File: src/rtl/chip8_sprite_draw.sv
// rtl/chip8_sprite_draw.sv - CHIP-8 DXYN sprite draw engine (XOR blit into 64x32 display buffer)
module chip8_sprite_draw #(
    parameter logic [11:0] DISPLAY_BASE = 12'hF00
) (
    input  logic        clk,
    input  logic        reset,
    input  logic        start,
    input  logic [11:0] sprite_addr,
    input  logic [7:0]  x,
    input  logic [7:0]  y,
    input  logic [3:0]  n,
    output logic        busy,
    output logic        done,
    output logic        collision,
    output logic        mem_read,
    output logic [11:0] mem_read_addr,
    input  logic [7:0]  mem_read_data,
    input  logic        mem_read_ack,
    output logic        mem_write,
    output logic [11:0] mem_write_addr,
    output logic [7:0]  mem_write_data
);

    localparam logic [3:0] IDLE = 4'd0;
    localparam logic [3:0] RD_S = 4'd1;
    localparam logic [3:0] WT_S = 4'd2;
    localparam logic [3:0] RD_L = 4'd3;
    localparam logic [3:0] WT_L = 4'd4;
    localparam logic [3:0] WR_L = 4'd5;
    localparam logic [3:0] RD_R = 4'd6;
    localparam logic [3:0] WT_R = 4'd7;
    localparam logic [3:0] WR_R = 4'd8;
    localparam logic [3:0] DONE = 4'd9;

    logic [3:0]  state;
    logic [11:0] spr_base;
    logic [5:0]  xo;
    logic [4:0]  yo;
    logic [3:0]  n_rows;
    logic [3:0]  row;
    logic [7:0]  spr;
    logic [7:0]  old;

    logic [15:0] shifted;
    logic [7:0]  pat_l;
    logic [7:0]  pat_r;
    logic [4:0]  disp_row;
    logic [2:0]  col_l;
    logic [2:0]  col_r;
    logic [11:0] addr_l;
    logic [11:0] addr_r;
    logic [3:0]  row_adv_state;
    logic        unused_hi;

    // Coordinates are taken mod 64/32, so the upper bits of Vx/Vy never matter.
    assign unused_hi = ^{x[7:6], y[7:5]};

    // One wide shift yields both halves: the left byte's pattern in the top,
    // the spill into the next byte column in the bottom.
    assign shifted  = {spr, 8'h00} >> xo[2:0];
    assign pat_l    = shifted[15:8];
    assign pat_r    = shifted[7:0];
    assign disp_row = yo + {1'b0, row};
    assign col_l    = xo[5:3];
    assign col_r    = col_l + 3'd1;
    assign addr_l   = DISPLAY_BASE + {4'd0, disp_row, col_l};
    assign addr_r   = DISPLAY_BASE + {4'd0, disp_row, col_r};

    // Row advance is folded into the final write of each row.
    assign row_adv_state = (({1'b0, row} + 5'd1) < {1'b0, n_rows}) ? RD_S : DONE;

    always_ff @(posedge clk or posedge reset) begin
        if (reset) begin
            state     <= IDLE;
            spr_base  <= 12'd0;
            xo        <= 6'd0;
            yo        <= 5'd0;
            n_rows    <= 4'd0;
            row       <= 4'd0;
            spr       <= 8'd0;
            old       <= 8'd0;
            collision <= 1'b0;
        end else begin
            case (state)
                IDLE: begin
                    if (start) begin
                        spr_base  <= sprite_addr;
                        xo        <= x[5:0];
                        yo        <= y[4:0];
                        n_rows    <= n;
                        row       <= 4'd0;
                        collision <= 1'b0;
                        state     <= (n == 4'd0) ? DONE : RD_S;
                    end
                end
                RD_S: state <= WT_S;
                WT_S: begin
                    if (mem_read_ack) begin
                        spr   <= mem_read_data;
                        state <= RD_L;
                    end
                end
                RD_L: state <= WT_L;
                WT_L: begin
                    if (mem_read_ack) begin
                        old   <= mem_read_data;
                        state <= WR_L;
                    end
                end
                WR_L: begin
                    collision <= collision | (|(old & pat_l));
                    if (xo[2:0] != 3'd0) begin
                        state <= RD_R;
                    end else begin
                        row   <= row + 4'd1;
                        state <= row_adv_state;
                    end
                end
                RD_R: state <= WT_R;
                WT_R: begin
                    if (mem_read_ack) begin
                        old   <= mem_read_data;
                        state <= WR_R;
                    end
                end
                WR_R: begin
                    collision <= collision | (|(old & pat_r));
                    row       <= row + 4'd1;
                    state     <= row_adv_state;
                end
                DONE:    state <= IDLE;
                default: state <= IDLE;
            endcase
        end
    end

    always_comb begin
        mem_read       = 1'b0;
        mem_read_addr  = 12'd0;
        mem_write      = 1'b0;
        mem_write_addr = 12'd0;
        mem_write_data = 8'd0;
        case (state)
            RD_S: begin
                mem_read      = 1'b1;
                mem_read_addr = spr_base + {8'd0, row};
            end
            RD_L: begin
                mem_read      = 1'b1;
                mem_read_addr = addr_l;
            end
            RD_R: begin
                mem_read      = 1'b1;
                mem_read_addr = addr_r;
            end
            WR_L: begin
                mem_write      = 1'b1;
                mem_write_addr = addr_l;
                mem_write_data = old ^ pat_l;
            end
            WR_R: begin
                mem_write      = 1'b1;
                mem_write_addr = addr_r;
                mem_write_data = old ^ pat_r;
            end
            default: ;
        endcase
    end

    assign busy = (state != IDLE) && (state != DONE);
    assign done = (state == DONE);

endmodule
File: config.mk
export PLATFORM = sky130hd
export DESIGN_NAME = chip8_sprite_draw
export DESIGN_NICKNAME = d
export VERILOG_FILES = /design/src/rtl/chip8_sprite_draw.sv
export SDC_FILE = /design/constraint.sdc
export NUM_CORES = 1
export LEC_CHECK = 0
export ABC_AREA = 1
export CORE_UTILIZATION = 54
export DETAILED_ROUTE_END_ITERATION = 10
export PLACE_DENSITY = 0.9
export RECOVER_POWER = 50
export SYNTH_ARGS = -nofsm -noshare
export SYNTH_HDL_FRONTEND = slang
export SYNTH_SLANG_ARGS = --single-unit
File: constraint.sdc
create_clock -name clk -period 5.7 [get_ports clk]
set_clock_uncertainty 0.15 [all_clocks]
set_input_delay 1.71 -clock clk [delete_from_list [all_inputs] [get_ports clk]]
set_output_delay 1.71 -clock clk [all_outputs]
set_load 0.1 [all_outputs]
# Word-level counts from Yosys, hierarchy flattened

Index checks and enable logic that the tools add are counted.

Register bits after elaboration: 52
Output and inout bits: 37
Word-level logic and storage cells: 74

$add $sub $neg: 7
Magnitude comparators: 1
Equality and inequality tests: 15
Shifts and indexed selects: 1
Multiplexer cells: 18
Bitwise gates (word level): 6
Reductions and logical operators: 17

Operators with widths:

| kind                                                                  | count |
|---|---|
| 4-bit two-way mux                                                     | 9 |
| 12-bit case mux with 3 select lines                                   | 1 |
| 4-bit case mux with 9 select lines                                    | 1 |
| 12-bit case mux with 2 select lines                                   | 1 |
| 9-bit by 9-bit adder with 10-bit output, first input constant         | 2 |
| 8-bit bitwise AND                                                     | 2 |
| 4-bit by 3-bit equality test with 1-bit output, second input constant | 4 |
| 8-bit case mux with 2 select lines                                    | 1 |
| 8-bit OR reduction                                                    | 2 |
| 16-bit by 3-bit >> shifter with 16-bit output                         | 1 |
| 8-bit XOR                                                             | 2 |
| 12-bit by 4-bit adder with 12-bit output                              | 1 |
| 4-bit case mux with 3 select lines                                    | 1 |
| 2-bit inequality test, second input constant                          | 5 |
| 4-bit by 2-bit equality test with 1-bit output, second input constant | 2 |
| 4-bit equality test, second input constant                            | 2 |
| 4-bit logical NOT                                                     | 2 |
| 2-bit AND reduction                                                   | 4 |
| 3-bit nonzero test                                                    | 2 |
| 4-bit by 1-bit adder with 5-bit output, second input constant         | 1 |
| 5-bit by 4-bit adder with 5-bit output                                | 1 |
| 5-bit by 4-bit < comparator with 1-bit output                         | 1 |
| 4-bit by 1-bit adder with 4-bit output, second input constant         | 1 |
| 4-bit by 1-bit equality test with 1-bit output, second input constant | 1 |
| 11 further kinds                                                      | 15 |

# Logic depth before layout (Yosys ltp)

Depth after elaboration: 5
Depth in mapped cells: 14
Depth with buffers taken out: 13

# Worst setup path before layout

No wires, ideal clock.

Kind: register -> output
Start: register state[0]
End: output port busy
Arrival: 4.017 ns
Required time: 3.840 ns
Slack: -0.177 ns
Stages on the path, launching flop included: 6
Path buffers: 0
Cell sequence: dfrtp_1 inv_1 nor2_1 inv_1 nor3_1 nor2_1

Word-level cells in the longest chain between the ends: 2

Ends and longest elaborated chain:

| what                                                        | line | RTL |
|---|---|---|
| from (decl)                                                 | 35   | `logic [3:0] state;` |
| from (signal assigned)                                      | 93   | `state <= (n == 4'd0) ? DONE : RD_S;` |
| from (signal assigned)                                      | 116  | `state <= row_adv_state;` |
| from (signal assigned)                                      | 129  | `state <= row_adv_state;` |
| 4-bit inequality test or 4-bit nonzero test (tied branches) | 170  | `assign busy = (state != IDLE) && (state != DONE);` |
| 1-bit logical AND *                                         | 170  |  |
| to (decl)                                                   | 12   | `output logic busy,` |

Mark *: on every way between the ends. The rest lies on a longest branch, timed or not.

# Worst setup path after layout

Start: register state[3]
End: output port mem_read_addr[5]

Word-level cells in the longest chain between the ends: 2

Ends and longest elaborated chain:

| what                                                                   | line | RTL |
|---|---|---|
| 4-bit by 3-bit equality test with 1-bit output (tied with other cells) | 143  | `case (state)` |
| 12-bit case mux with 3 select lines *                                  | 143  |  |
| to (decl)                                                              | 16   | `output logic [11:0] mem_read_addr,` |

Marked as above.

==> out/qor.yml <==
min_period_ns: 4.95
rows: 29
synth_cell_types: 34
remaining_drc_errors: 0
tightest_slew_ns: 1.95
cts_buffers: 5
arrival_ns: 3.09
layout_commonest_cell: "nand2_1"
wl_mm: 9.79
area.growth.synth_to_final_pct: 21.9
postCtsSetupBuffers: 0
first_global_vias: 3502
rsz0062_at_grt: "no"
cts_root_buf: "clkbuf_8"
drtPass1Iterations: 5
dp_hpwl_mm: 7.33
drt_iter0_markers: 368
cts_tree: "done"
crit_required_ns: 3.84
clk_latency_ns: 0.31
critPathLaunch: "state[3]"
ys_seq_elements: 52
syn_inst: 524
num_vias: 3722
syn_area_mm2: 0.00357
ant_nets: 0
syn_nets: 583
clkSinkCount: 52
final-hold-violation-count: 0
hp-class: "reg2reg"
ys_warn_count: 0
grtUsageTotal_pct: 29.7
mostFrequentLayoutCells: "nand2_1, inv_1, o21ai_0, dfrtp_1, clkdlybuf4s50_1"
cp-end-kind: "output pin"
ys_seq_area_share_pct: 36.4
layout-drive-gt1-share_pct: 7.65
ctsHoldBuffers: 0
die_h_um: 83.3
synth_edf_count: 0
setup_violations: 0
die-area_mm2: 0.00694
holdWs_ns: 0.342
num_antenna_cells: 0
path_clk_slew_ns: 0.10
hold_start: "n_rows[0]"
grt_max_degree: 53
routedWlPerCell_um: 14.7
overflow: 0
die_w_um: 83.3
post_cts_resized: 0
max_freq_mhz: 202
reg2reg_from: "state[3]"
grt_antenna_before_repair: 0
synthFlopType: "dfrtp_1"
grt_pass1_wl_mm: 16.6
synth_area_per_cell_um2: 6.82
violations: "capacitance limit, slew limit"
gp_congestion: 0.955
fin_nets: 646
initial_utilization_pct: 56.3
fin_crit_sh_pct: 86.9
portBuffers: 75
slew_headroom_pct: -30.5
path_max_fanout: 11
critPathKind: "reg2out"
critPathLaunchType: "register"
clk_path_buf_depth: 2
synthArstFlopShare_pct: 100
status: "finished with violations"
maxCapViolations: 1
setup_tns_ns: 0
htree_num_levels: 2
vias_per_cell: 5.60
maxSlewViolCount: 53
core-area_mm2: 0.00635
io_pins: 81
stage by stage:
step | instance area, um^2 | std cells | utilization [%] | worst slack (ns)
2_1_floorplan | 3580 | 524 | - | 0.109
3_3_place_gp | 4260 | 657 | 67.1 | 1.25
3_5_place_dp | 4260 | 657 | 67.1 | 1.16
4_1_cts | 4360 | 665 | 68.6 | 0.785
5_1_grt | 4350 | 665 | 68.6 | 0.648
6_report | 4350 | 665 | 68.6 | 0.747
cell usage after synthesis, types with 2 or more instances:
library cell / instances / share of area (%)
nand2_1: 177 / 19
inv_1: 61 / 6.4
o21ai_0: 55 / 7.7
dfrtp_1: 52 / 36
nand3_1: 46 / 6.4
nor2_1: 29 / 3.0
a21oi_1: 20 / 2.8
ha_1: 13 / 4.6
buf_2: 9 / 1.3
buf_4: 6 / 1.3
nor2_2: 6 / 1.1
xor2_1: 6 / 1.5
inv_2: 5 / 0.53
nor3_1: 5 / 0.70
clkbuf_1: 4 / 0.42
o22ai_1: 4 / 0.70
nand4_1: 3 / 0.53
fa_1: 2 / 1.1
o211ai_1: 2 / 0.42
o21ai_1: 2 / 0.28
o221ai_1: 2 / 0.49
o32ai_1: 2 / 0.49
xnor2_1: 2 / 0.49
registers in the layout, summed over array words and instances (netlist names):
| signal | flops |
|---|---|
| collision | 1 |
| n_rows | 4 |
| old | 8 |
| row | 4 |
| spr | 8 |
| spr_base | 12 |
| state | 4 |
| xo | 6 |
| yo | 5 |
worst paths after layout:
path / endpoint / slack [ns] / cells after the start
hold reg to reg: n_rows[0] / 0.34 / 2
max in group asynchronous: spr_base[4] / 1.95 / 2
setup / recovery: mem_read_addr[5] / 0.75 / 6
hold / removal: n_rows[0] / 0.34 / 2
setup reg to reg: row[2] / 2.91 / 7
min in group asynchronous: n_rows[1] / 2.32 / 2
cell type report:
| class | instances | area [um^2] |
|---|---|---|
| clock inverter | 1 | 7.51 |
| timing repair buffer | 76 | 706 |
| clock buffer | 7 | 86.3 |
| sequential | 52 | 1300 |
| multi-input combinational | 386 | 1910 |
| fill | 553 | 2000 |
| tap | 77 | 96.3 |
| inverter | 66 | 248 |
metal layers:
metal	global-route usage, %	vias up	wire length (um)
li1	-	1808	-
met1	42.6	1741	4500
met2	47.5	160	4470
met3	3.28	13	676
met4	8.62	0	141
met5	0	-	0
worst max-delay path: stages (launching register included):
cell and delay, ns:
dfrtp_1 0.46, nor2_2 0.21, inv_1 0.12, nor2_1 0.28, a21oi_1 0.26, o22ai_1 0.28
clkdlybuf4s50_1 1.17
kinds of logic (layout without fill, tap and decap cells):
logic type / count (synthesis) / in the layout / synth area share (%)
simple gates: 272 / 272 / 31.7
mux: 1 / 1 / 0.280
buf+inv: 86 / 150 / 10.2
fa+ha+maj: 15 / 15 / 5.67
flops: 52 / 52 / 36.4
compound gates: 90 / 90 / 13.8
xor+xnor: 8 / 8 / 1.96
Power is left out: the tool's default activity adds up to more than one toggle a clock period on the data nets, which glitch-free logic cannot reach.
